`config.mk`:
```
export PLATFORM = sky130hd
export DESIGN_NAME = pipe_hazard_ctrl_flat
export DESIGN_NICKNAME = d
export VERILOG_FILES = /design/src/rtl/pipe_hazard_ctrl_if.sv /design/src/rtl/pipe_hazard_ctrl.sv /design/src/flat_wrapper.sv
export SDC_FILE = /design/constraint.sdc
export NUM_CORES = 1
export LEC_CHECK = 0
export BUFFER_PORTS_ARGS = -buffer_cell sky130_fd_sc_hd__buf_2
export CORE_AREA = 2 2 62 64
export DETAILED_ROUTE_END_ITERATION = 8
export DIE_AREA = 0 0 64 66
export GPL_TIMING_DRIVEN = 1
export PLACE_DENSITY_LB_ADDON = 0.15
export SETUP_SLACK_MARGIN = 0.3
export SYNTH_ARGS = -nofsm -noshare
export SYNTH_HDL_FRONTEND = slang
export SYNTH_SLANG_ARGS = --single-unit
```
`constraint.sdc`:
```
create_clock -name clk -period 2.6 [get_ports clk]
set_input_delay 0.13 -clock clk [delete_from_list [all_inputs] [get_ports clk]]
set_output_delay 0.13 -clock clk [all_outputs]
set_load 0.03 [all_outputs]
```
`src/rtl/pipe_hazard_ctrl_if.sv`:
```
// Hazard-control signal bundle between the pipeline datapath and pipe_hazard_ctrl.
// The datapath side uses the master modport and the controller uses the slave modport.
interface pipe_hazard_ctrl_if;
    logic        ex_branch_taken;
    logic        ex_mc_start;
    logic        imem_ready;
    logic        idex_mem_read;
    logic [4:0]  idex_rd;
    logic [4:0]  ifid_rs1;
    logic [4:0]  ifid_rs2;
    logic        pc_write;
    logic        ifid_write;
    logic        ifid_flush;
    logic        idex_flush;
    logic        ex_stall;
    logic        imem_err;
    logic [1:0]  state_o;
    logic [31:0] perf_stall_cycles;
    logic [31:0] perf_flushes;

    modport slave (
        input  ex_branch_taken, ex_mc_start, imem_ready, idex_mem_read,
        input  idex_rd, ifid_rs1, ifid_rs2,
        output pc_write, ifid_write, ifid_flush, idex_flush, ex_stall,
        output imem_err, state_o, perf_stall_cycles, perf_flushes
    );

    modport master (
        output ex_branch_taken, ex_mc_start, imem_ready, idex_mem_read,
        output idex_rd, ifid_rs1, ifid_rs2,
        input  pc_write, ifid_write, ifid_flush, idex_flush, ex_stall,
        input  imem_err, state_o, perf_stall_cycles, perf_flushes
    );
endinterface

```
`src/rtl/pipe_hazard_ctrl.sv`:
```
// Stall/flush sequencer for the 5-stage pipeline: branch redirect, multi-cycle EX, fetch wait, load-use.
// Define PIPE_HAZARD_PERF_EN to build the stall/flush performance counters.
module pipe_hazard_ctrl #(
    parameter int MC_LATENCY   = 4,
    parameter int IMEM_TIMEOUT = 16,
    parameter int CNT_W        = 5
) (
    input  logic                clk,
    input  logic                reset,
    pipe_hazard_ctrl_if.slave   hz
);
    typedef enum logic [1:0] {
        RUN       = 2'd0,
        MC_BUSY   = 2'd1,
        IMEM_WAIT = 2'd2,
        ERROR     = 2'd3
    } state_t;

    localparam bit               MC_MULTI = (MC_LATENCY > 1);
    localparam logic [CNT_W-1:0] MC_LOAD  = CNT_W'(MC_MULTI ? MC_LATENCY - 2 : 0);
    localparam logic [CNT_W-1:0] TO_LAST  = CNT_W'(IMEM_TIMEOUT - 1);

    state_t           state_reg, state_next;
    logic [CNT_W-1:0] mc_cnt_reg, mc_cnt_next;
    logic [CNT_W-1:0] to_cnt_reg, to_cnt_next;
    logic             pc_write_c, ifid_write_c, ifid_flush_c, idex_flush_c, ex_stall_c;
    logic             load_use;

    assign load_use = hz.idex_mem_read && (hz.idex_rd != 5'd0) &&
                      ((hz.idex_rd == hz.ifid_rs1) || (hz.idex_rd == hz.ifid_rs2));

    always_comb begin
        state_next   = state_reg;
        mc_cnt_next  = mc_cnt_reg;
        to_cnt_next  = to_cnt_reg;
        pc_write_c   = 1'b1;
        ifid_write_c = 1'b1;
        ifid_flush_c = 1'b0;
        idex_flush_c = 1'b0;
        ex_stall_c   = 1'b0;
        case (state_reg)
            RUN: begin
                if (hz.ex_branch_taken) begin
                    ifid_flush_c = 1'b1;
                    idex_flush_c = 1'b1;
                end else if (hz.ex_mc_start && MC_MULTI) begin
                    pc_write_c   = 1'b0;
                    ifid_write_c = 1'b0;
                    ex_stall_c   = 1'b1;
                    mc_cnt_next  = MC_LOAD;
                    state_next   = MC_BUSY;
                end else if (!hz.imem_ready) begin
                    pc_write_c   = 1'b0;
                    ifid_flush_c = 1'b1;
                    to_cnt_next  = '0;
                    state_next   = IMEM_WAIT;
                end else if (load_use) begin
                    pc_write_c   = 1'b0;
                    ifid_write_c = 1'b0;
                    idex_flush_c = 1'b1;
                end
            end
            MC_BUSY: begin
                pc_write_c   = 1'b0;
                ifid_write_c = 1'b0;
                ex_stall_c   = 1'b1;
                if (mc_cnt_reg == '0) begin
                    state_next = RUN;
                end else begin
                    mc_cnt_next = mc_cnt_reg - CNT_W'(1);
                end
            end
            IMEM_WAIT: begin
                pc_write_c   = 1'b0;
                ifid_write_c = 1'b0;
                ifid_flush_c = 1'b1;
                // A redirect restarts the fetch, so the timeout window restarts with it.
                if (hz.ex_branch_taken) begin
                    pc_write_c   = 1'b1;
                    idex_flush_c = 1'b1;
                    to_cnt_next  = '0;
                end else if (hz.imem_ready) begin
                    pc_write_c   = 1'b1;
                    ifid_write_c = 1'b1;
                    ifid_flush_c = 1'b0;
                    state_next   = RUN;
                end else begin
                    to_cnt_next = to_cnt_reg + CNT_W'(1);
                    if (to_cnt_next == TO_LAST) begin
                        state_next = ERROR;
                    end
                end
            end
            ERROR: begin
                pc_write_c   = 1'b0;
                ifid_write_c = 1'b0;
                ifid_flush_c = 1'b1;
                idex_flush_c = 1'b1;
            end
            default: state_next = RUN;
        endcase
        if (!reset) begin
            pc_write_c   = 1'b0;
            ifid_write_c = 1'b0;
            ifid_flush_c = 1'b1;
            idex_flush_c = 1'b1;
            ex_stall_c   = 1'b0;
        end
    end

    always_ff @(posedge clk) begin
        if (!reset) begin
            state_reg  <= RUN;
            mc_cnt_reg <= '0;
            to_cnt_reg <= '0;
        end else begin
            state_reg  <= state_next;
            mc_cnt_reg <= mc_cnt_next;
            to_cnt_reg <= to_cnt_next;
        end
    end

    assign hz.pc_write   = pc_write_c;
    assign hz.ifid_write = ifid_write_c;
    assign hz.ifid_flush = ifid_flush_c;
    assign hz.idex_flush = idex_flush_c;
    assign hz.ex_stall   = ex_stall_c;
    assign hz.imem_err   = (state_reg == ERROR);
    assign hz.state_o    = state_reg;

`ifdef PIPE_HAZARD_PERF_EN
    logic [31:0] perf_stall_reg;
    logic [31:0] perf_flush_reg;

    always_ff @(posedge clk) begin
        if (!reset) begin
            perf_stall_reg <= '0;
            perf_flush_reg <= '0;
        end else begin
            if (!pc_write_c) begin
                perf_stall_reg <= perf_stall_reg + 32'd1;
            end
            if (ifid_flush_c || idex_flush_c) begin
                perf_flush_reg <= perf_flush_reg + 32'd1;
            end
        end
    end

    assign hz.perf_stall_cycles = perf_stall_reg;
    assign hz.perf_flushes      = perf_flush_reg;
`else
    assign hz.perf_stall_cycles = '0;
    assign hz.perf_flushes      = '0;
`endif
endmodule

```
`src/flat_wrapper.sv`:
```
// flat-port wrapper written by rule: the top's interface ports become plain ports
module pipe_hazard_ctrl_flat 
#(
    parameter int MC_LATENCY   = 4,
    parameter int IMEM_TIMEOUT = 16,
    parameter int CNT_W        = 5
)
  (clk, reset, hz_ex_branch_taken, hz_ex_mc_start, hz_imem_ready, hz_idex_mem_read, hz_idex_rd, hz_ifid_rs1, hz_ifid_rs2, hz_pc_write, hz_ifid_write, hz_ifid_flush, hz_idex_flush, hz_ex_stall, hz_imem_err, hz_state_o, hz_perf_stall_cycles, hz_perf_flushes);
  pipe_hazard_ctrl_if hz_i ();
  input  logic clk;
  input  logic reset;
  input wire logic [$bits(hz_i.ex_branch_taken)-1:0] hz_ex_branch_taken;
  input wire logic [$bits(hz_i.ex_mc_start)-1:0] hz_ex_mc_start;
  input wire logic [$bits(hz_i.imem_ready)-1:0] hz_imem_ready;
  input wire logic [$bits(hz_i.idex_mem_read)-1:0] hz_idex_mem_read;
  input wire logic [$bits(hz_i.idex_rd)-1:0] hz_idex_rd;
  input wire logic [$bits(hz_i.ifid_rs1)-1:0] hz_ifid_rs1;
  input wire logic [$bits(hz_i.ifid_rs2)-1:0] hz_ifid_rs2;
  output wire logic [$bits(hz_i.pc_write)-1:0] hz_pc_write;
  output wire logic [$bits(hz_i.ifid_write)-1:0] hz_ifid_write;
  output wire logic [$bits(hz_i.ifid_flush)-1:0] hz_ifid_flush;
  output wire logic [$bits(hz_i.idex_flush)-1:0] hz_idex_flush;
  output wire logic [$bits(hz_i.ex_stall)-1:0] hz_ex_stall;
  output wire logic [$bits(hz_i.imem_err)-1:0] hz_imem_err;
  output wire logic [$bits(hz_i.state_o)-1:0] hz_state_o;
  output wire logic [$bits(hz_i.perf_stall_cycles)-1:0] hz_perf_stall_cycles;
  output wire logic [$bits(hz_i.perf_flushes)-1:0] hz_perf_flushes;
  assign hz_i.ex_branch_taken = hz_ex_branch_taken;
  assign hz_i.ex_mc_start = hz_ex_mc_start;
  assign hz_i.imem_ready = hz_imem_ready;
  assign hz_i.idex_mem_read = hz_idex_mem_read;
  assign hz_i.idex_rd = hz_idex_rd;
  assign hz_i.ifid_rs1 = hz_ifid_rs1;
  assign hz_i.ifid_rs2 = hz_ifid_rs2;
  assign hz_pc_write = hz_i.pc_write;
  assign hz_ifid_write = hz_i.ifid_write;
  assign hz_ifid_flush = hz_i.ifid_flush;
  assign hz_idex_flush = hz_i.idex_flush;
  assign hz_ex_stall = hz_i.ex_stall;
  assign hz_imem_err = hz_i.imem_err;
  assign hz_state_o = hz_i.state_o;
  assign hz_perf_stall_cycles = hz_i.perf_stall_cycles;
  assign hz_perf_flushes = hz_i.perf_flushes;
  pipe_hazard_ctrl #(.MC_LATENCY(MC_LATENCY), .IMEM_TIMEOUT(IMEM_TIMEOUT), .CNT_W(CNT_W)) u_core (.clk(clk), .reset(reset), .hz(hz_i));
endmodule
```
==> results.ini, run 1 <==
[status]
outcome=completed

[synthesis]
synth.avg_cell_area_sq_um=7.68
synthCells=199
synth_seq_cells=12
synthFlopType=dfxtp_1
postSynth.asyncResetShare_pct=0
synth-edff-count=0
ys_seq_area_share_pct=15.7
yosysWarnings=0
ys_types=40
syn_area_sq_um=1530

[timing]
fin_setup_tns_ns=0
clock.fmax_mhz=482
rsz0062_at_grt=no
period_share_pct=79.7
slew_viol_final=0
fin_ws_ns=0.527
fin_skew_ns=0.0130
setup_viol=0
fin_crit_ns=2.07
final-hold-violation-count=0

[floorplan]
core-area_sq_um=3550
io_pins=93
row_count=22
dieWidth_um=64
dieArea_sq_um=4220
initial_core_util_pct=43.1
die_y_um=66

[place]
hpwlAfterDp_um=2140
port_buffers=28
pre_cts_ws_ns=0.822
dpl_cell_area_sq_um=1470
gp_congestion=0.824

[clock_network]
ctsHtreeMaxLevel=1
cts_sinks=12
max-clock-path-buffers=2
clk_latency_ns=0.28
clk_pin_slew_ns=0.09
cts-buffers-inserted=3
cts_tree=built
cts_root_buffer=clkbuf_4
postCtsHoldBufs=0
cts-resized-gates=0
cts_setup_buffers=0

[global_route]
grt_start_max_net_pins=16
antenna_found_initial=0
overflow=0
grt_usage_pct=12.4
grt_pass1_wl_um=4120
grt_pass1_vias=900

[critical_path]
crit_top_cell=o21ai_0
path_cells=inv_1 -> ha_1 -> or2b_1 -> o21ai_0 -> nand2_1 -> o21ai_0 -> buf_2
critPathBufInv=2
cp.required_ns=2.47
reg2reg_depth=6
cp.arrival_ns=1.94
critPathTopFamily=buffers and inverters
critPathMaxStageDelay_ns=0.35
critical_path_class=reg -> out
cp_num_cells=7
cpMaxStageDelayCell=dfxtp_1
crit_fanout=6
cp-end-kind=output pin
crit_path_start_kind=flop

[finish]
diodes=0
final_net_count=258
final_area_sq_um=1510
area_growth_syn_to_layout_pct=-1.31
drive_above_1_share_pct=15.9

[worst_hold_path]
worstHoldPathCells=2
hp-class=in -> reg

[route]
finalWirelength_um=2670
ant_nets=0
remaining_drc_errors=0
vias_per_cell=4.20
drt_first_iter_violations=24
dr.pass1.iters=4
dr_total_vias=1156
wl_per_cell_um=9.72

[flow_run]
cap_violations=0

[power_and_ir_drop]
p_leak_uw=0.000749
ir_drop_uv=335
power.density_nw_per_um2=833

-- worst paths after layout --
kind | from | endpoint | slack (ns)
setup / recovery | u_core.hz.state_o[0]$_SDFFE_PN0P_ | hz_ifid_write | 0.53
hold / removal | reset | u_core.hz.state_o[1]$_SDFFE_PN0P_ | 0.20
setup reg to reg | u_core.hz.state_o[0]$_SDFFE_PN0P_ | u_core.hz.state_o[0]$_SDFFE_PN0P_ | 0.80
hold reg to reg | u_core.to_cnt_reg[1]$_SDFFE_PN0P_ | u_core.to_cnt_reg[1]$_SDFFE_PN0P_ | 0.50
-- report_power, final --
part	switching (uW)	internal, uW
clock network	70.6	85.2
logic	553	263
registers	47.6	238
-- cells in the final DEF (no fill, tap or decap), drive strengths merged, types with 2 or more instances in the layout --
master,n
inv,10
o21ai,15
xor2,9
nand4,3
nand3,8
nor3,3
clkbuf,4
nand2b,3
nor2,13
ha,9
and2,3
nand2,7
conb,64
nor2b,3
xnor2,7
dfxtp,12
a211oi,2
o311a,2
buf,28
a21oi,4
-- final cells by class --
| cell class | instances | area [sq um] |
|---|---|---|
| fill | 397 | 2040 |
| multi-input combinational | 173 | 995 |
| sequential | 12 | 240 |
| timing repair buffer | 28 | 140 |
| tap | 48 | 60.1 |
| inverter | 10 | 37.5 |
| clock buffer | 4 | 36.3 |
-- per-stage QoR --
stage	utilization [%]	hold slack, ns	power, uW	cells
final	42.5	0.203	1260	275
after global routing	42.5	0.214	1380	275
after CTS	42.5	0.205	1260	275
after detailed placement	41.5	0.489	1090	271
after global placement	41.5	0.484	1100	271
after floorplan	-	0.266	1010	262
-- layer usage --
metal	GRT usage, %	routed length, um	vias to the layer above
li1	-	-	592
met3	1.53	221	4
met1	17.4	1230	495
met2	18.9	1180	65
met4	5.71	41	0
met5	0	0	-
-- worst register-to-register path, stage by stage, from the launching register on --
cell and delay (ns):
dfxtp_1 0.35, inv_1 0.15, ha_1 0.29, inv_1 0.13, a211oi_1 0.45, o21ai_0 0.17, o311a_1 0.15
-- kinds of logic (layout without fill, tap and decap cells) --
logic type	after synthesis	count (layout)	share of synthesized area [%]
AO/OA/AOI/OAI	33	33	15.2
flip-flops	12	12	15.7
adder cells (fa/ha/maj)	9	9	7.37
other	1	64	0.245
AND/OR/NAND/NOR	50	50	16.9
buffers and inverters	77	42	34.7
XOR/XNOR	16	16	9.17
multiplexers	1	1	0.655
-- cell usage after synthesis, drive strengths merged, types with 3 or more instances --
| library cell | number | share of area (%) |
|---|---|---|
| xor2 | 9 | 5.2 |
| inv | 10 | 2.5 |
| nor3 | 3 | 0.98 |
| nand2b | 3 | 1.2 |
| a21oi | 4 | 1.3 |
| ha | 9 | 7.4 |
| nor2b | 3 | 1.4 |
| and2 | 3 | 1.2 |
| nor2 | 13 | 3.2 |
| nand3 | 8 | 2.6 |
| dfxtp | 12 | 16 |
| nand2 | 7 | 1.7 |
| nand4 | 3 | 1.2 |
| o21ai | 15 | 4.9 |
| buf | 65 | 32 |
| xnor2 | 7 | 4.0 |
No activity file was read; power rests on OpenSTA's default activity.
==> run 2: changes to the inputs <==
clock period = 2 ns   (was 2.6 ns; I/O delays follow)
==> results.ini, run 2 (synthesized netlist as in run 1, its figures left out) <==
[worst_hold_path]
hp-class=in -> reg  ; unchanged
min_from=reset  ; unchanged

[timing]
setup_viol=0  ; unchanged
final-hold-violation-count=0  ; unchanged
rsz0062_at_grt=yes  ; was no
fin_setup_tns_ns=0  ; unchanged
fin_skew_ns=0.00285  ; was 0.0130 ns
fin_ws_ns=0.308  ; was 0.527 ns
clock.fmax_mhz=591
slew_viol_final=0  ; unchanged
period_share_pct=84.6
fin_crit_ns=1.69

[critical_path]
critical_path_class=reg -> out  ; unchanged
critPathTopFamily=flip-flops  ; was buffers and inverters
cpMaxStageDelayCell=dfxtp_4  ; was dfxtp_1
cp.arrival_ns=1.59  ; was 1.94 ns
crit_start=u_core.hz.state_o[0]$_SDFFE_PN0P_  ; unchanged
critPathBufInv=3  ; was 2
crit_fanout=5  ; was 6
critPathMaxStageDelay_ns=0.39  ; was 0.35 ns
cp.required_ns=1.90  ; was 2.47 ns
crit_path_start_kind=flop  ; unchanged
path_cells=inv_6 -> ha_4 -> buf_4 -> and2_1 -> o211ai_1 -> o21ai_2 -> buf_6  ; was inv_1 -> ha_1 -> or2b_1 -> o21ai_0 -> nand2_1 -> o21ai_0 -> buf_2
r2r-start=u_core.to_cnt_reg[1]$_SDFFE_PN0P_  ; was u_core.hz.state_o[0]$_SDFFE_PN0P_
cp-end-kind=output pin  ; unchanged

[floorplan]
die_y_um=66  ; unchanged
dieWidth_um=64  ; unchanged
core-area_sq_um=3550  ; unchanged
row_count=22  ; unchanged
dieArea_sq_um=4220  ; unchanged
initial_core_util_pct=43.1  ; unchanged
io_pins=93  ; unchanged

[clock_network]
cts_tree=built  ; unchanged
max-clock-path-buffers=2  ; unchanged
cts_root_buffer=clkbuf_4  ; unchanged
cts_sinks=12  ; unchanged
ctsHtreeMaxLevel=1  ; unchanged
cts-buffers-inserted=3  ; unchanged
clk_latency_ns=0.28  ; about the same
clk_pin_slew_ns=0.09  ; about the same

[route]
drt_first_iter_violations=22  ; was 24
vias_per_cell=4.31  ; was 4.20
wl_per_cell_um=10.1  ; was 9.72 um
ant_nets=0  ; unchanged
remaining_drc_errors=0  ; unchanged
dr.pass1.iters=4  ; unchanged
dr_total_vias=1228  ; was 1156
finalWirelength_um=2880  ; was 2670 um

[finish]
mostFrequentLayoutCells=conb_1, buf_2, nor2_1, o21ai_0  ; was conb_1, buf_2, o21ai_0, nor2_1, dfxtp_1
drive_above_1_share_pct=25.7  ; was 15.9%
layout_commonest_cell=conb_1  ; unchanged
final_net_count=268  ; was 258
diodes=0  ; unchanged
fin_util_pct=47.3  ; was 42.5%
fin_cells=285  ; was 275
area_growth_syn_to_layout_pct=9.74  ; was -1.31%

[status]
outcome=completed  ; unchanged

[global_route]
grt_start_max_net_pins=16  ; unchanged
antenna_found_initial=0  ; unchanged
met3_usage_pct=3.41  ; was 1.53%
overflow=0  ; unchanged
met1_usage_pct=18.5  ; was 17.4%
grt_pass1_wl_um=4770  ; was 4120 um
grt_usage_pct=13.9  ; was 12.4%
use_met2_pct=22.8  ; was 18.9%
grt_pass1_vias=1067  ; was 900
busiest_layer=met2  ; unchanged

[place]
port_buffers=28  ; unchanged
hpwlAfterDp_um=2150  ; was 2140 um
gp_congestion=0.812  ; was 0.824
placed_cells=272  ; was 271
pre_cts_ws_ns=0.224  ; was 0.822 ns

[power_and_ir_drop]
total_power_uw=1920  ; was 1260 uW
ir_drop_uv=765  ; was 335 uV
p_leak_uw=0.000817  ; was 0.000749 uW
power.density_nw_per_um2=1140  ; was 833 nW/um^2

[flow_run]
cap_violations=0  ; unchanged

## run 2: changes by cell type in the layout (fill, tap and decap cells not counted), sizes merged
cell / change
buf: +10
## run 2: through the flow
step                      instance area (sq um)  hold slack, ns
after floorplan                            1770           0.236
after global placement                     1490           0.468
after detailed placement                   1490           0.472
after CTS                                  1630           0.164
after global routing                       1680           0.179
final                                      1680           0.184
## run 2: path summary, 6_finish.rpt
| path | endpoint | slack, ns | cells after the start |
|---|---|---|---|
| worst min register to register | u_core.to_cnt_reg[1]$_SDFFE_PN0P_ | 0.50 | 2 |
| worst min-delay path | u_core.hz.state_o[1]$_SDFFE_PN0P_ | 0.18 | 2 |
| worst max-delay path | hz_pc_write | 0.31 | 7 |
| worst max register to register | u_core.hz.state_o[0]$_SDFFE_PN0P_ | 0.44 | 5 |
## run 2: report_power, final
part / leakage, uW / internal, uW / total (uW) / switching [uW]
clock: 0.0000210 / 111 / 207 / 96.7
combinational: 0.000697 / 519 / 1300 / 784
sequential: 0.0000993 / 320 / 405 / 85.7
total: 0.000817 / 949 / 1920 / 967
## run 2: layer usage
layer	vias up	share of wire, %	wire, um
met4	0	0.80	23
met2	61	45	1300
li1	614	-	-
met1	551	46	1340
met3	2	7.6	220
met5	-	0	0
## run 2: final cells by class
cell class / instances / area, sq um
Inverter: 10 / 45.0
Multi-Input combinational cell: 173 / 1050
Tap cell: 48 / 60.1
Sequential cell: 12 / 248
Fill cell: 375 / 1870
Timing Repair Buffer: 38 / 234
Clock buffer: 4 / 36.3
## run 2: timing repair
| item | CTS | global route |
|---|---|---|
| endpoints found under the setup margin | 10 | 11 |
| hold buffers | 0 | 0 |
| pin swaps | 3 | 7 |
| buffers inserted | 7 | 2 |
| resized for setup | 19 | 9 |
